<file path="config.mk">
export PLATFORM = sky130hd
export DESIGN_NAME = vend_seq_flat
export DESIGN_NICKNAME = d
export VERILOG_FILES = /design/src/rtl/vend_pkg.sv /design/src/rtl/vend_seq_if.sv /design/src/rtl/vend_timer.sv /design/src/rtl/vend_seq.sv /design/src/flat_wrapper.sv
export SDC_FILE = /design/constraint.sdc
export NUM_CORES = 1
export LEC_CHECK = 0
export CAP_MARGIN = 20
export CORE_UTILIZATION = 45
export CTS_CLUSTER_DIAMETER = 120
export CTS_CLUSTER_SIZE = 20
export DETAILED_ROUTE_END_ITERATION = 16
export GPL_TIMING_DRIVEN = 0
export HOLD_SLACK_MARGIN = 0.15
export PLACE_DENSITY_LB_ADDON = 0.08
export SLEW_MARGIN = 10
export SYNTH_ARGS = -nofsm -noshare
export SYNTH_HDL_FRONTEND = slang
export SYNTH_SLANG_ARGS = --single-unit
</file>
<file path="constraint.sdc">
create_clock -name CLK -period 3.6 [get_ports CLK]
set_clock_uncertainty 0.2 [all_clocks]
set_input_delay 0.72 -clock CLK [delete_from_list [all_inputs] [get_ports CLK]]
set_output_delay 0.72 -clock CLK [all_outputs]
set_load 0.005 [all_outputs]
</file>
<file path="src/rtl/vend_pkg.sv">
// Shared definitions for the vending sequencer: state codes, coin codes and
// the coin-to-credit conversion.
package vend_pkg;

    localparam logic [3:0] IDLE     = 4'b0000;
    localparam logic [3:0] ACCUM    = 4'b0001;
    localparam logic [3:0] DISPENSE = 4'b0010;
    localparam logic [3:0] CHANGE   = 4'b0100;
    localparam logic [3:0] REFUND   = 4'b1000;
    localparam logic [3:0] FAULT    = 4'b1111;

    typedef enum logic [1:0] {
        COIN_NONE = 2'b00,
        COIN_5    = 2'b01,
        COIN_10   = 2'b10,
        COIN_25   = 2'b11
    } coin_t;

    function automatic logic [4:0] coin_value(input coin_t c);
        case (c)
            COIN_5:  return 5'd5;
            COIN_10: return 5'd10;
            COIN_25: return 5'd25;
            default: return 5'd0;
        endcase
    endfunction

endpackage

</file>
<file path="src/rtl/vend_seq_if.sv">
// Coin, button, handshake and status signals between the vending sequencer
// (slave side) and the machine front end / dispenser / payout (master side).
interface vend_seq_if #(
    parameter int CW = 7
);
    logic [1:0]    CN;
    logic          ST;
    logic          CNCL;
    logic          DISP_ACK;
    logic          CHG_ACK;
    logic          DISP_REQ;
    logic          CHG_REQ;
    logic [CW-1:0] CHG_AMT;
    logic [CW-1:0] CREDIT;
    logic [3:0]    CS;
    logic          COIN_REJ;
    logic          LOW_CR;
    logic          FAULT;

    modport slave (
        input  CN, ST, CNCL, DISP_ACK, CHG_ACK,
        output DISP_REQ, CHG_REQ, CHG_AMT, CREDIT, CS, COIN_REJ, LOW_CR, FAULT
    );

    modport master (
        output CN, ST, CNCL, DISP_ACK, CHG_ACK,
        input  DISP_REQ, CHG_REQ, CHG_AMT, CREDIT, CS, COIN_REJ, LOW_CR, FAULT
    );
endinterface

</file>
<file path="src/rtl/vend_timer.sv">
// Saturating cycle counter with a terminal flag; serves as both the idle
// timeout and the dispenser watchdog since the two are never live together.
module vend_timer #(
    parameter int TIMEOUT = 1000,
    parameter int TW      = 16
) (
    input  logic CLK,
    input  logic RST,
    input  logic clr,
    input  logic en,
    output logic done
);
    localparam logic [TW-1:0] LIMIT = TW'(TIMEOUT);

    logic [TW-1:0] cnt;

    // Stops at LIMIT so a late exit can never wrap back into a fresh count.
    always_ff @(posedge CLK) begin
        if (RST || clr) begin
            cnt <= '0;
        end else if (en && (cnt != LIMIT)) begin
            cnt <= cnt + 1'b1;
        end
    end

    assign done = (cnt == LIMIT);

endmodule

</file>
<file path="src/rtl/vend_seq.sv">
// Vending machine sequencer: coin credit accumulation, vend decision,
// dispense and payout handshakes, cancel/timeout refund and watchdog fault.
module vend_seq
    import vend_pkg::*;
#(
    parameter int PRICE      = 65,
    parameter int CREDIT_MAX = 95,
    parameter int CW         = 7,
    parameter int TIMEOUT    = 1000,
    parameter int TW         = 16
) (
    input  logic       CLK,
    input  logic       RST,
    vend_seq_if.slave  bus
);
    localparam logic [CW-1:0] PRICE_W = CW'(PRICE);
    localparam logic [CW:0]   MAX_EXT = (CW+1)'(CREDIT_MAX);

    logic [3:0]    state, state_nxt;
    logic [CW-1:0] credit, credit_nxt;
    logic          coin_rej, coin_rej_nxt;
    logic          low_cr, low_cr_nxt;
    logic          coin_in, coin_acc, coin_fits;
    logic [CW-1:0] cval;
    logic [CW:0]   sum;
    logic          tmr_clr, tmr_en, tmr_done;
    logic          chg_req;

    vend_timer #(
        .TIMEOUT (TIMEOUT),
        .TW      (TW)
    ) u_timer (
        .CLK  (CLK),
        .RST  (RST),
        .clr  (tmr_clr),
        .en   (tmr_en),
        .done (tmr_done)
    );

    always_comb begin
        cval         = CW'(coin_value(coin_t'(bus.CN)));
        sum          = {1'b0, credit} + {1'b0, cval};
        coin_in      = (bus.CN != COIN_NONE);
        coin_fits    = (sum <= MAX_EXT);
        state_nxt    = state;
        credit_nxt   = credit;
        coin_rej_nxt = 1'b0;
        low_cr_nxt   = 1'b0;
        coin_acc     = 1'b0;

        case (state)
            IDLE: begin
                if (coin_in) begin
                    credit_nxt = cval;
                    state_nxt  = ACCUM;
                end
            end

            ACCUM: begin
                if (bus.CNCL) begin
                    state_nxt = REFUND;
                end else if (coin_in && coin_fits) begin
                    credit_nxt = sum[CW-1:0];
                    coin_acc   = 1'b1;
                end else if (coin_in) begin
                    // Rejected coin does not restart the idle timer.
                    coin_rej_nxt = 1'b1;
                    if (tmr_done) state_nxt = REFUND;
                end else if (bus.ST && (credit >= PRICE_W)) begin
                    credit_nxt = credit - PRICE_W;
                    state_nxt  = DISPENSE;
                end else begin
                    low_cr_nxt = bus.ST;
                    if (tmr_done) state_nxt = REFUND;
                end
            end

            DISPENSE: begin
                coin_rej_nxt = coin_in;
                if (bus.DISP_ACK) begin
                    state_nxt = (credit != '0) ? CHANGE : IDLE;
                end else if (tmr_done) begin
                    state_nxt = FAULT;
                end
            end

            CHANGE, REFUND: begin
                coin_rej_nxt = coin_in;
                if (bus.CHG_ACK) begin
                    credit_nxt = '0;
                    state_nxt  = IDLE;
                end
            end

            FAULT: begin
                coin_rej_nxt = coin_in;
            end

            default: begin
                state_nxt  = IDLE;
                credit_nxt = '0;
            end
        endcase

        // Timer restarts on every state change and accepted coin.
        tmr_en  = (state == ACCUM) || (state == DISPENSE);
        tmr_clr = (state_nxt != state) || coin_acc;
    end

    always_ff @(posedge CLK) begin
        if (RST) begin
            state    <= IDLE;
            credit   <= '0;
            coin_rej <= 1'b0;
            low_cr   <= 1'b0;
        end else begin
            state    <= state_nxt;
            credit   <= credit_nxt;
            coin_rej <= coin_rej_nxt;
            low_cr   <= low_cr_nxt;
        end
    end

    assign chg_req      = (state == CHANGE) || (state == REFUND);
    assign bus.DISP_REQ = (state == DISPENSE);
    assign bus.CHG_REQ  = chg_req;
    assign bus.CHG_AMT  = chg_req ? credit : '0;
    assign bus.CREDIT   = credit;
    assign bus.CS       = state;
    assign bus.COIN_REJ = coin_rej;
    assign bus.LOW_CR   = low_cr;
    assign bus.FAULT    = (state == FAULT);

endmodule
</file>
<file path="src/flat_wrapper.sv">
// flat-port wrapper written by rule: the top's interface ports become plain ports
module vend_seq_flat import vend_pkg::*;
#(
    parameter int PRICE      = 65,
    parameter int CREDIT_MAX = 95,
    parameter int CW         = 7,
    parameter int TIMEOUT    = 1000,
    parameter int TW         = 16
)
  (CLK, RST, bus_CN, bus_ST, bus_CNCL, bus_DISP_ACK, bus_CHG_ACK, bus_DISP_REQ, bus_CHG_REQ, bus_CHG_AMT, bus_CREDIT, bus_CS, bus_COIN_REJ, bus_LOW_CR, bus_FAULT);
  vend_seq_if #(.CW(CW)) bus_i ();
  input  logic CLK;
  input  logic RST;
  input wire logic [$bits(bus_i.CN)-1:0] bus_CN;
  input wire logic [$bits(bus_i.ST)-1:0] bus_ST;
  input wire logic [$bits(bus_i.CNCL)-1:0] bus_CNCL;
  input wire logic [$bits(bus_i.DISP_ACK)-1:0] bus_DISP_ACK;
  input wire logic [$bits(bus_i.CHG_ACK)-1:0] bus_CHG_ACK;
  output wire logic [$bits(bus_i.DISP_REQ)-1:0] bus_DISP_REQ;
  output wire logic [$bits(bus_i.CHG_REQ)-1:0] bus_CHG_REQ;
  output wire logic [$bits(bus_i.CHG_AMT)-1:0] bus_CHG_AMT;
  output wire logic [$bits(bus_i.CREDIT)-1:0] bus_CREDIT;
  output wire logic [$bits(bus_i.CS)-1:0] bus_CS;
  output wire logic [$bits(bus_i.COIN_REJ)-1:0] bus_COIN_REJ;
  output wire logic [$bits(bus_i.LOW_CR)-1:0] bus_LOW_CR;
  output wire logic [$bits(bus_i.FAULT)-1:0] bus_FAULT;
  assign bus_i.CN = bus_CN;
  assign bus_i.ST = bus_ST;
  assign bus_i.CNCL = bus_CNCL;
  assign bus_i.DISP_ACK = bus_DISP_ACK;
  assign bus_i.CHG_ACK = bus_CHG_ACK;
  assign bus_DISP_REQ = bus_i.DISP_REQ;
  assign bus_CHG_REQ = bus_i.CHG_REQ;
  assign bus_CHG_AMT = bus_i.CHG_AMT;
  assign bus_CREDIT = bus_i.CREDIT;
  assign bus_CS = bus_i.CS;
  assign bus_COIN_REJ = bus_i.COIN_REJ;
  assign bus_LOW_CR = bus_i.LOW_CR;
  assign bus_FAULT = bus_i.FAULT;
  vend_seq #(.PRICE(PRICE), .CREDIT_MAX(CREDIT_MAX), .CW(CW), .TIMEOUT(TIMEOUT), .TW(TW)) u_core (.CLK(CLK), .RST(RST), .bus(bus_i));
endmodule
</file>
## After elaboration in Yosys (flattened, before gate mapping)

Index checks and enable logic that the tools add are counted.

| storage, ports and cells | value |
|---|---|
| flip-flop bits (word level) | 29 |

| cells by class | value |
|---|---|
| reduce and logical (&&, ||, !) cells | 15 |
| muxes and demuxes | 27 |
| equality and inequality tests | 16 |
| $lt $le $gt $ge | 2 |
| bitwise gates (word level) | 2 |
| add/sub/neg operators | 3 |

Operators with widths:

| operator | count |
|---|---|
| $mux 7 | 7 |
| $mux 4 | 9 |
| $pmux 7 s4 | 1 |
| $pmux 4 s5 | 1 |
| $add 16x1->16 const B | 1 |
| $eq 16x10->1 const B | 1 |
| $ne 16x10->1 const B | 1 |
| $pmux 5 s3 | 1 |
| $add 7x5->8 | 1 |
| $eq 4x4->1 const B | 2 |
| $le 8x7->1 const B | 1 |
| $ge 7x7->1 const B | 1 |
| $reduce_bool 7->1 | 1 |
| $sub 7x7->7 const B | 1 |
| $mux 1 | 6 |
| $reduce_and 6->1 | 1 |
| $reduce_or 6->1 | 1 |
| $eq 2x2->1 const B | 2 |
| $eq 4x1->1 const B | 1 |
| $eq 4x2->1 const B | 1 |
| $eq 4x3->1 const B | 1 |
| $logic_not 4->1 | 1 |
| $logic_or 1x1->1 | 4 |
| $ne 2x2->1 const B | 2 |
| 12 further kinds | 16 |

## Depth between registers and ports, before layout

Gate-level depths: netlist of run 1.

| logic depth | value |
|---|---|
| word-level depth | 11 |
| gate-level depth with buffers | 12 |
| depth with buffers taken out | 10 |

## Modules after synthesis

Synthesis of run 1 repeated with hierarchy kept, for this count alone.

| second synthesis, totals | value |
|---|---|
| cell total of the unflattened synthesis | 270 |
| area total of the unflattened synthesis | 2255.9 µm² |

Modules (own cells, without submodules):

| module | seq. area each (µm²) | area each (µm²) | cells an instance | instances |
|---|---|---|---|---|
| vend_seq | 260.2 | 1380.1 | 171 | 1 |
| vend_timer | 320.3 | 875.8 | 99 | 1 |

## Worst setup path after synthesis of run 1

OpenSTA, ideal clock, no wires.

| timing path | value |
|---|---|
| kind | input -> register |
| from | input port bus_CN[0] |
| to | register u_core.u_timer.cnt[4] |
| setup time | 0.119 ns |
| stages | 11 |
| slack | 0.389 ns |
| arrival | 2.892 ns |
| required time | 3.281 ns |
| path buffers | 2 |
| cells stage by stage | nand2b_1 > fa_1 > nand2b_1 > a211oi_2 > nor4b_2 > a221o_1 > buf_6 > a21boi_2 > o211ai_4 > buf_12 > nor2_4 |

| on the way | value |
|---|---|
| word-level cells in the longest chain between the ends | 11 |
| elaborated cells on any way between the ends | 19 |

RTL lines:

| item | line | RTL |
|---|---|---|
| start, declared | flat_wrapper.sv:14 | `input wire logic [$bits(bus_i.CN)-1:0] bus_CN;` |
| $eq 2x2->1 / $eq 2x1->1 (equally long branches) | vend_pkg.sv:20 | `case (c)` |
| $pmux 5 s3 | vend_pkg.sv:20 |  |
| $add 7x5->8 | vend_seq.sv:42 | `sum = {1'b0, credit} + {1'b0, cval};` |
| $le 8x7->1 | vend_seq.sv:44 | `coin_fits = (sum <= MAX_EXT);` |
| $logic_and 1x1->1 | vend_seq.sv:62 | `end else if (coin_in && coin_fits) begin` |
| $mux 4 | vend_seq.sv:62 |  |
| $mux 4 | vend_seq.sv:60 | `if (bus.CNCL) begin` |
| $pmux 4 s5 | vend_seq.sv:51 | `case (state)` |
| $ne 4x4->1 | vend_seq.sv:107 | `tmr_clr = (state_nxt != state) \|\| coin_acc;` |
| $logic_or 1x1->1 (*) | vend_seq.sv:107 |  |
| $logic_or 1x1->1 (*) | vend_timer.sv:19 | `if (RST \|\| clr) begin` |
| end signal, assigned | vend_timer.sv:22 | `cnt <= cnt + 1'b1;` |
| end, declared | vend_timer.sv:15 | `logic [TW-1:0] cnt;` |

Mark *: on every way between the ends. The rest lies on a longest branch, timed or not.
A chain may end at the register's enable or synchronous reset.

## Worst setup path after layout of run 1

| timing path | value |
|---|---|
| from | input port bus_CN[0] |
| to | register u_core.credit[0], in the netlist u_core.bus.CREDIT[0] |

| on the way | value |
|---|---|
| word-level cells in the longest chain between the ends | 8 |
| elaborated cells on any way between the ends | 16 |

RTL lines:

| item | line | RTL |
|---|---|---|
| $eq 2x2->1 / $eq 2x1->1 (equally long branches) | vend_pkg.sv:20 |  |
| $pmux 5 s3 | vend_pkg.sv:20 |  |
| $add 7x5->8 | vend_seq.sv:42 |  |
| $le 8x7->1 | vend_seq.sv:44 |  |
| $logic_and 1x1->1 | vend_seq.sv:62 |  |
| $mux 7 | vend_seq.sv:62 |  |
| $mux 7 | vend_seq.sv:60 |  |
| $pmux 7 s4 | vend_seq.sv:51 |  |
| end signal, assigned | vend_seq.sv:118 | `credit <= credit_nxt;` |
| end, declared | vend_seq.sv:20 | `logic [CW-1:0] credit, credit_nxt;` |

Parallel ways exist; a longest one is shown, timed or not. The select of a mux whose other input is x is not followed.

==> results.txt, run 1 <==
The starting density of the core came out at 47.8%. The end-of-flow core utilization came out at 58.5%. The first-pass GRT wire length is 9320 um. The maximum buffer depth of the clock tree is 2.

The global routing usage on met3 came out at 4.25%. The post-synthesis register bit count is 29. The worst hold path belongs to the class flip-flop to flip-flop. The cell count after synthesis is 275. The mean instance size in the synthesized netlist is 8.44 um2. The via count normalized by instance count came out at 5.61. Detailed placement finished with a half-perimeter wire length of 4130 um. The detailed-route wire length per cell came out at 14.7 um. The maximum level of the CTS H-tree is 2. Global routing consumed, on the met1 layer, 33.1% of the routing resources. The overall via count from detail_route is 2138.

The largest incremental delay on the critical path came out at 0.41 ns. The worst setup slack after placement is -0.643 ns. The count of standard-cell rows is 25. The iteration count of the initial detailed-routing pass came out at 4. The hold-fix buffer count after cts came out at 0. After routing the design area is 0.00284 mm2.

The overall track demand over capacity in global routing came out at 22.6%. The internal power came out at 692 uW. The worst setup path is captured at a flip-flop.

In this run the worst path has a maximum fanout of 10. The met2 track utilization from global routing came out at 33.5%. The sequential-to-total area share from yosys stat is 25.0%. The actual transition at the worst max-transition pin came out at 0.964 ns. The relative slew slack is 35.1%.

The number of synthesized flops with an enable pin came out at 0. The required time reported for the critical path endpoint is 3.60 ns. The data arrival time at the worst-slack endpoint came out at 3.40 ns. The final number of hold-violating endpoints is 0. The source-to-sink clock delay at the later pin of the worst-skew pair came out at 0.28 ns. The final setup violation count came out at 0. The fraction of layout cells with a size suffix above 1 came out at 15.3%.

Across all setup checks in the final design, the least slack found is 0.195 ns. The flow ran to the end, and the final reports show no timing, DRC or antenna violations. Of the total power, combinational logic draws 29.9%. The congestion estimate from routability-driven global placement came to 0.840. The net switching share of the total power came out at 31.3%.

The total congestion overflow after global routing came out at 0. The number of pins with negative max-slew slack in the final report is 0. TritonCTS built the clock tree. The net total in the final layout came out at 332. The kind of cell adding the most delay to the critical path is compound AO/OA/AOI/OAI gates. The peak ir drop on the vdd network is 0.000262 V. The worst setup path is of the input pin to flip-flop kind.

The detailed-route wire length came out at 5600 um. The time the worst path needs with I/O delays and setup is 3.41 ns. The total DRC errors in the routed layout came out at 0. The critical path launch point is bus_CN[0].

The final non-filler cell total is 381. The startpoint identified for the worst hold timing path is u_core.u_timer.cnt[15]$_SDFFE_PP0P_. The height of the die came out at 73.8 um.

The startpoint identified for the worst register-to-register timing path is u_core.bus.CREDIT[0]$_SDFFE_PP0P_. Among all stages on the critical path, the largest delay is contributed by sky130_fd_sc_hd__fa_1. The tree built by TritonCTS fans out to 29 sinks. The clock transition at the registers of the reported paths came out at 0.07 ns. The leading register cell type out of synthesis is sky130_fd_sc_hd__dfxtp_1.

Setup repair after global routing left no endpoint under its margin. The root cell of the clock tree is sky130_fd_sc_hd__clkbuf_8. The share of total power in the clock network came out at 34.9%. The net switching component of the power came out at 316 uW. Setup slack on the worst reg-to-reg path comes out at 0.28 ns. The floorplan step defined a die boundary enclosing 0.00545 mm2. During synthesis, Yosys emitted a total of 0 warnings. The distinct cell type count after synthesis is 69. The async set-reset flop share out of synthesis is 0%. STA classifies the critical path startpoint as an input pin. The critical path crosses 13 cells after its start point.

The placed instances occupy a cell area of 0.00270 mm2. The number of nets handed over by synthesis was 294. The portion of total power attributed to sequential cells came out at 35.2%. The power density over cell area came out at 355 mW/mm2. The post-route worst hold slack is 0.331 ns. The number of top-level design ports is 31. The core region is 0.00485 mm2.

In this run the worst setup path terminates at u_core.bus.CREDIT[0]$_SDFFE_PP0P_. 0 antenna diodes ended up in the layout. The number of antenna violations at the first check in global routing is 0. The critical path goes through clkbuf_2 > ha_1 > inv_1 > fa_1 > nand2b_1 > a211oi_2 > o21bai_1 > a221o_1 > buf_6 > a21oi_4 > buf_6 > nor2_2 > a311oi_2. Input and output buffers added on the ports amount to 29.

The first-iteration detailed-routing DRC count is 126. The endpoint identified for the worst register-to-register timing path is u_core.bus.CREDIT[0]$_SDFFE_PP0P_. Including well taps, the total number of placed cells is 371. Counting both buffers and inverters, the worst setup path holds a total of 4. The leakage power total came out at 0.975 nW.

The area growth from synthesis to layout is 22.3%. The cell area after technology mapping is 0.00232 mm2. The count of nets left with antenna violations once routing finished came out at 0. The cell that appears most often on the critical path is sky130_fd_sc_hd__buf_6. Timing would allow up to 294 MHz. The maximum number of pins on one net before global-route repair is 11. After layout, the worst path uses 94.6% of the clock period. The worst reg-to-reg path cell count is 12.

The via count of the first global-routing pass was 1918. The number of max-cap violations is 0. The layer flagged by global routing as most heavily used is met2. In this run the horizontal extent of the chip is 73.8 um. The CTS buffer count is 5.
-- routing by layer --
metal,vias up,routed length (um)
met1,995,2810
met2,56,2460
met4,0,59
li1,1080,-
met5,-,0
met3,7,278
-- sequential cells by signal, indices dropped and copies added, names as in the netlist --
| name | count |
|---|---|
| u_core.bus.COIN_REJ | 1 |
| u_core.bus.CS | 4 |
| u_core.bus.CREDIT | 7 |
| u_core.bus.LOW_CR | 1 |
| u_core.u_timer.cnt | 16 |
-- cell usage in the layout, fill, tap and decap left out, types with 4 or more instances in the layout --
cell type                         count
sky130_fd_sc_hd__inv_1               12
sky130_fd_sc_hd__a211oi_2             4
sky130_fd_sc_hd__nor2_4              10
sky130_fd_sc_hd__and2_1               5
sky130_fd_sc_hd__clkdlybuf4s50_1     27
sky130_fd_sc_hd__nor2_1              29
sky130_fd_sc_hd__ha_1                10
sky130_fd_sc_hd__o21ai_0              5
sky130_fd_sc_hd__xnor2_1             12
sky130_fd_sc_hd__and4_1               4
sky130_fd_sc_hd__nor3_1              15
sky130_fd_sc_hd__dfxtp_1             29
sky130_fd_sc_hd__clkbuf_8             6
sky130_fd_sc_hd__nand2_1             20
sky130_fd_sc_hd__a21oi_1              6
sky130_fd_sc_hd__mux2i_1              6
sky130_fd_sc_hd__nand3_1             12
sky130_fd_sc_hd__nor4_1               5
sky130_fd_sc_hd__nand4_1              6
sky130_fd_sc_hd__clkbuf_1             5
sky130_fd_sc_hd__xor2_1              11
-- power groups by stage --
| stage | logic, mW | registers, mW | clock network, mW |
|---|---|---|---|
| global route | 0.331 | 0.356 | 0.377 |
| finish | 0.301 | 0.354 | 0.352 |
| global placement | 0.292 | 0.360 | 0 |
| floorplan | 0.213 | 0.357 | 0 |
| CTS | 0.301 | 0.354 | 0.359 |
| detailed placement | 0.295 | 0.361 | 0 |
-- through the flow --
stage / setup TNS, ns / power, mW
3_5_place_dp: -13.16 / 0.656
4_1_cts: 0 / 1.01
2_1_floorplan: 0 / 0.570
5_1_grt: 0 / 1.06
6_report: 0 / 1.01
3_3_place_gp: -13.28 / 0.653
-- repair_timing --
action	CTS	global route
pin swaps	1	0
cloned	0	0
setup endpoints to repair	24	23
resized for setup	5	3
setup buffers	2	0
-- tightest hold or removal path, delay by kind of cell (launching register included) --
| family | cells | cell delay (ns) |
|---|---|---|
| xor gates and xnor gates | 1 | 0.08 |
| DFF | 1 | 0.34 |
| and+or+nand+nor | 1 | 0.08 |
-- Yosys cell counts (all sizes together) (7+ instances only) --
| master | instances | share of area, % |
|---|---|---|
| nand2 | 21 | 3.5 |
| xnor2 | 12 | 4.5 |
| dfxtp | 29 | 25 |
| inv | 12 | 1.9 |
| nand3 | 12 | 2.6 |
| xor2 | 11 | 4.2 |
| nor3 | 15 | 3.2 |
| nor2 | 40 | 9.8 |
| buf | 11 | 3.8 |
| a21oi | 7 | 2.0 |
| o21ai | 7 | 1.5 |
| ha | 10 | 5.4 |
-- how the worst min path moves through the flow --
stage,end,slack (ns),depth (start not counted)
6_report,u_core.u_timer.cnt[15]$_SDFFE_PP0P_,0.33,2
3_3_place_gp,u_core.u_timer.cnt[15]$_SDFFE_PP0P_,0.31,2
5_1_grt,u_core.u_timer.cnt[5]$_SDFFE_PP0P_,0.38,2
3_5_place_dp,u_core.u_timer.cnt[15]$_SDFFE_PP0P_,0.32,2
2_1_floorplan,u_core.u_timer.cnt[15]$_SDFFE_PP0P_,0.28,2
4_1_cts,u_core.u_timer.cnt[15]$_SDFFE_PP0P_,0.34,2
-- cells by family after synthesis --
kind of cell               after synthesis  synth area share (%)
AOI/OAI and AO/OA                       51                  19.3
DFF                                     29                  25.0
adders and majority gates               11                  6.26
muxes                                    6                  2.59
and+or+nand+nor                        128                  31.8
buffers and inverters                   27                  6.36
xor gates and xnor gates                23                  8.68
-- area by class of cell --
cell class              count  area (um2)
flip-flops and latches     29         581
repair buffers             31         295
inverters                  12        45.0
well taps                  67        83.8
plain buffers              15         103
fillers                   454        2010
multi-input cells         219        1610
clock buffers               7        86.3
clock inverters             1        30.0
Note: power is estimated with default switching activity, not from simulation.
==> run 2: changes to the inputs <==
--- a/config.mk
+++ b/config.mk
@@ -10,9 +10,11 @@
 export CTS_CLUSTER_DIAMETER = 120
 export CTS_CLUSTER_SIZE = 20
 export DETAILED_ROUTE_END_ITERATION = 16
+export DONT_BUFFER_PORTS = 1
 export GPL_TIMING_DRIVEN = 0
-export HOLD_SLACK_MARGIN = 0.15
+export HOLD_SLACK_MARGIN = 0.02
 export PLACE_DENSITY_LB_ADDON = 0.08
+export SETUP_SLACK_MARGIN = 0.05
 export SLEW_MARGIN = 10
 export SYNTH_ARGS = -nofsm -noshare
 export SYNTH_HDL_FRONTEND = slang
==> run 2 against run 1 <==
First-iteration DRC count is 20% higher; largest cell class unchanged; flip-flop and latch count unchanged; setup slack better by 0.047 ns; final area is 10% lower; critical path depth decreased by 2; fmax up 1.4%.
==> results.txt, run 2 (synthesized netlist as in run 1, its figures left out) <==
The flow ran to the end, and the final reports show no timing, DRC or antenna violations. The HPWL after detailed placement came out at 4140 um (+0.41%). The period utilization is 93.3% (-1.3 points). The post-route worst hold slack is 0.334 ns (+0.00289 ns). The worst setup slack after placement came out at 0.0196 ns (+0.662 ns). The total inserted antenna cells is 0 (unchanged). The CTS buffer count was 5 (unchanged).

The hold-critical path depth was 2 (unchanged). In this run the critical register-to-register path is captured at u_core.bus.CREDIT[0]$_SDFFE_PP0P_. The post-detailed-route count of antenna-violating nets is 0 (unchanged). Setup repair after global routing left no endpoint under its margin. The relative slew slack came out at 38.0% (+2.9 points). The first-iteration detailed-routing DRC count is 151 (+20%).

The first-pass GRT wire length is 9080 um (-2.5%). The area of the die came out at 0.00545 mm2 (unchanged). The leakage power total is 0.859 nW (-12%). The maximum number of pins on one net before global-route repair came out at 12 (+1). The source-to-sink clock delay at the later pin of the worst-skew pair came out at 0.29 ns (about the same). The peak ir drop on the vdd network is 0.000182 V (-30%). The post-CTS setup buffer count is 0 (-2). The via count normalized by instance count is 5.78 (+3.0%). The maximum buffer depth of the clock tree is 2 (unchanged).

The die boundary width came out at 73.8 um (unchanged). The time the worst path needs with I/O delays and setup is 3.36 ns (-0.0472 ns). The worst reg-to-reg path cell count is 11 (-1). The actual transition at the worst max-transition pin came out at 0.921 ns (-0.0426 ns). The final number of hold-violating endpoints came out at 0 (unchanged). The TritonCTS clock tree is yes. The count of standard-cell rows is 25 (unchanged). The net total in the final layout is 301 (-9.3%).

The number of top-level design ports came out at 31 (unchanged). The iteration count of the initial detailed-routing pass is 4 (unchanged). The detailed-route wire length per cell is 15.6 um (+6.2%).

The flip-flop count of the largest register after layout is 16 (unchanged). The total congestion overflow after global routing is 0 (unchanged). The hold-fix buffer count after cts is 0 (unchanged).

The fraction of layout cells with a size suffix above 1 came out at 16.3% (+0.97 points). STA classifies the critical path endpoint as a flip-flop. The root cell of the clock tree is sky130_fd_sc_hd__clkbuf_8.

The starting density of the core is 47.8% (unchanged). The area growth from synthesis to layout is 9.55%. The power density over cell area came to 381 mW/mm2 (+7.4%). The total of cells resized after clock tree synthesis came to 0 (-5). The number of inserted filler cells in the final layout came out at 485 (+6.8%).

The critical path is of the flip-flop to flip-flop type. The worst hold path class is flip-flop to flip-flop. The worst hold path terminates at u_core.u_timer.cnt[1]$_SDFFE_PP0P_. The required time reported for the critical path endpoint was 3.60 ns (about the same). The total DRC errors in the routed layout was 0 (unchanged). The overall track demand over capacity in global routing is 22.0% (-0.59 points). The number of antenna violations at the first check in global routing is 0 (unchanged).

Leaving out fill and tap cells, the most frequent cells in the layout are sky130_fd_sc_hd__nor2_1 (29), sky130_fd_sc_hd__dfxtp_1 (28), sky130_fd_sc_hd__nand2_1 (20). The clock sink count came out at 29 (unchanged). The overall via count from detail_route is 2022 (-5.4%). The maximum level of the CTS H-tree came out at 2 (unchanged). Ranked by flip-flop count, first place goes to u_core.u_timer.cnt. The worst path setup slack after routing came out at 0.242 ns (+0.0472 ns). The clock transition at the registers of the reported paths came out at 0.07 ns (about the same). The final setup violation count is 0 (unchanged). The achievable frequency is 298 MHz (+1.4%). The core outline area came to 0.00485 mm2 (unchanged). The via count of the first global-routing pass came out at 1923 (+0.26%). The weighted congestion at the end of routability-driven global placement is 0.797 (-5.1%). The worst hold path begins at u_core.u_timer.cnt[1]$_SDFFE_PP0P_. The data arrival time at the worst-slack endpoint is 3.36 ns (-0.04 ns). The detailed-route wire length was 5470 um (-2.4%). The number of pins with negative max-slew slack in the final report is 0 (unchanged).

The startpoint identified for the worst register-to-register timing path is u_core.bus.CREDIT[1]$_SDFFE_PP0P_. The most common library cell in the layout ignoring fill and taps is sky130_fd_sc_hd__nor2_1. The height of the die came out at 73.8 um (unchanged). The highest net fanout along the worst path is 10 (unchanged). The worst setup path is launched from a flip-flop. The count of input and output buffers came out at 0 (-100%). The number of max-cap violations came out at 0 (unchanged). The worst-case register-to-register setup slack came to 0.24 ns (-0.04 ns).
-- run 2: cell types whose count changed in the layout (fill, tap and decap cells not counted), sizes merged --
| cell | change |
|---|---|
| clkdlybuf4s50 | -27 |
| clkbuf | -4 |
| buf | -2 |
| clkinv | +1 |
| clkinvlp | +1 |
-- run 2: worst max-delay path by stage --
stage,startpoint,to,depth (start not counted)
floorplan,bus_CN[0],u_core.u_timer.cnt[4]$_SDFFE_PP0P_,11
global placement,bus_CN[0],u_core.u_timer.cnt[8]$_SDFFE_PP0P_,10
detailed placement,bus_CN[0],u_core.u_timer.cnt[5]$_SDFFE_PP0P_,11
CTS,u_core.bus.CREDIT[0]$_SDFFE_PP0P_,u_core.u_timer.cnt[5]$_SDFFE_PP0P_,11
global route,u_core.bus.CREDIT[1]$_SDFFE_PP0P_,u_core.u_timer.cnt[5]$_SDFFE_PP0P_,11
finish,u_core.bus.CREDIT[1]$_SDFFE_PP0P_,u_core.bus.CREDIT[0]$_SDFFE_PP0P_,11
-- run 2: through the flow --
step                      cells  utilization, %  total power [mW]  TNS (ns)  cell area (um2)
after detailed placement    342            49.7             0.623         0             2410
after global placement      342            49.6             0.621    -0.112             2400
after global routing        350            52.4              1.02         0             2540
after floorplan             275               -             0.570         0             2320
final                       350            52.4             0.969         0             2540
after CTS                   350            52.1             0.972         0             2520
-- run 2: metal layers --
metal | wire [um] | vias to the layer above | track usage, % | part of all wire, %
li1 | - | 1010 | - | -
met1 | 2570 | 957 | 29.8 | 47
met2 | 2510 | 49 | 34.5 | 46
met3 | 321 | 6 | 4.53 | 5.9
met4 | 66 | 0 | 7.48 | 1.2
met5 | 0 | - | 0 | 0
-- run 2: critical path: stages (launching register included) --
cell	delay, ns
sky130_fd_sc_hd__dfxtp_1	0.46
sky130_fd_sc_hd__inv_1	0.21
sky130_fd_sc_hd__fa_1	0.51
sky130_fd_sc_hd__nand2b_1	0.20
sky130_fd_sc_hd__a211oi_2	0.30
sky130_fd_sc_hd__o21bai_1	0.19
sky130_fd_sc_hd__a221o_1	0.39
sky130_fd_sc_hd__buf_6	0.16
sky130_fd_sc_hd__a21oi_4	0.19
sky130_fd_sc_hd__buf_6	0.18
sky130_fd_sc_hd__nor2_2	0.04
sky130_fd_sc_hd__a311oi_2	0.22
-- run 2: area by class of cell --
| type | instances | area, um2 | share of cell area (%) |
|---|---|---|---|
| multi-input combinational | 219 | 1610 | 63.5 |
| sequential | 29 | 582 | 22.9 |
| buffer | 15 | 103 | 4.04 |
| tap | 67 | 83.8 | 3.30 |
| clock buffer | 5 | 68.8 | 2.71 |
| clock inverter | 3 | 46.3 | 1.82 |
| inverter | 12 | 45.0 | 1.77 |
-- run 2: power by group --
group / switching (mW) / leakage (nW) / internal, mW / total [mW]
clock network: 0.142 / 0.0543 / 0.207 / 0.349
logic: 0.158 / 0.569 / 0.106 / 0.264
registers: 0.0228 / 0.236 / 0.334 / 0.356
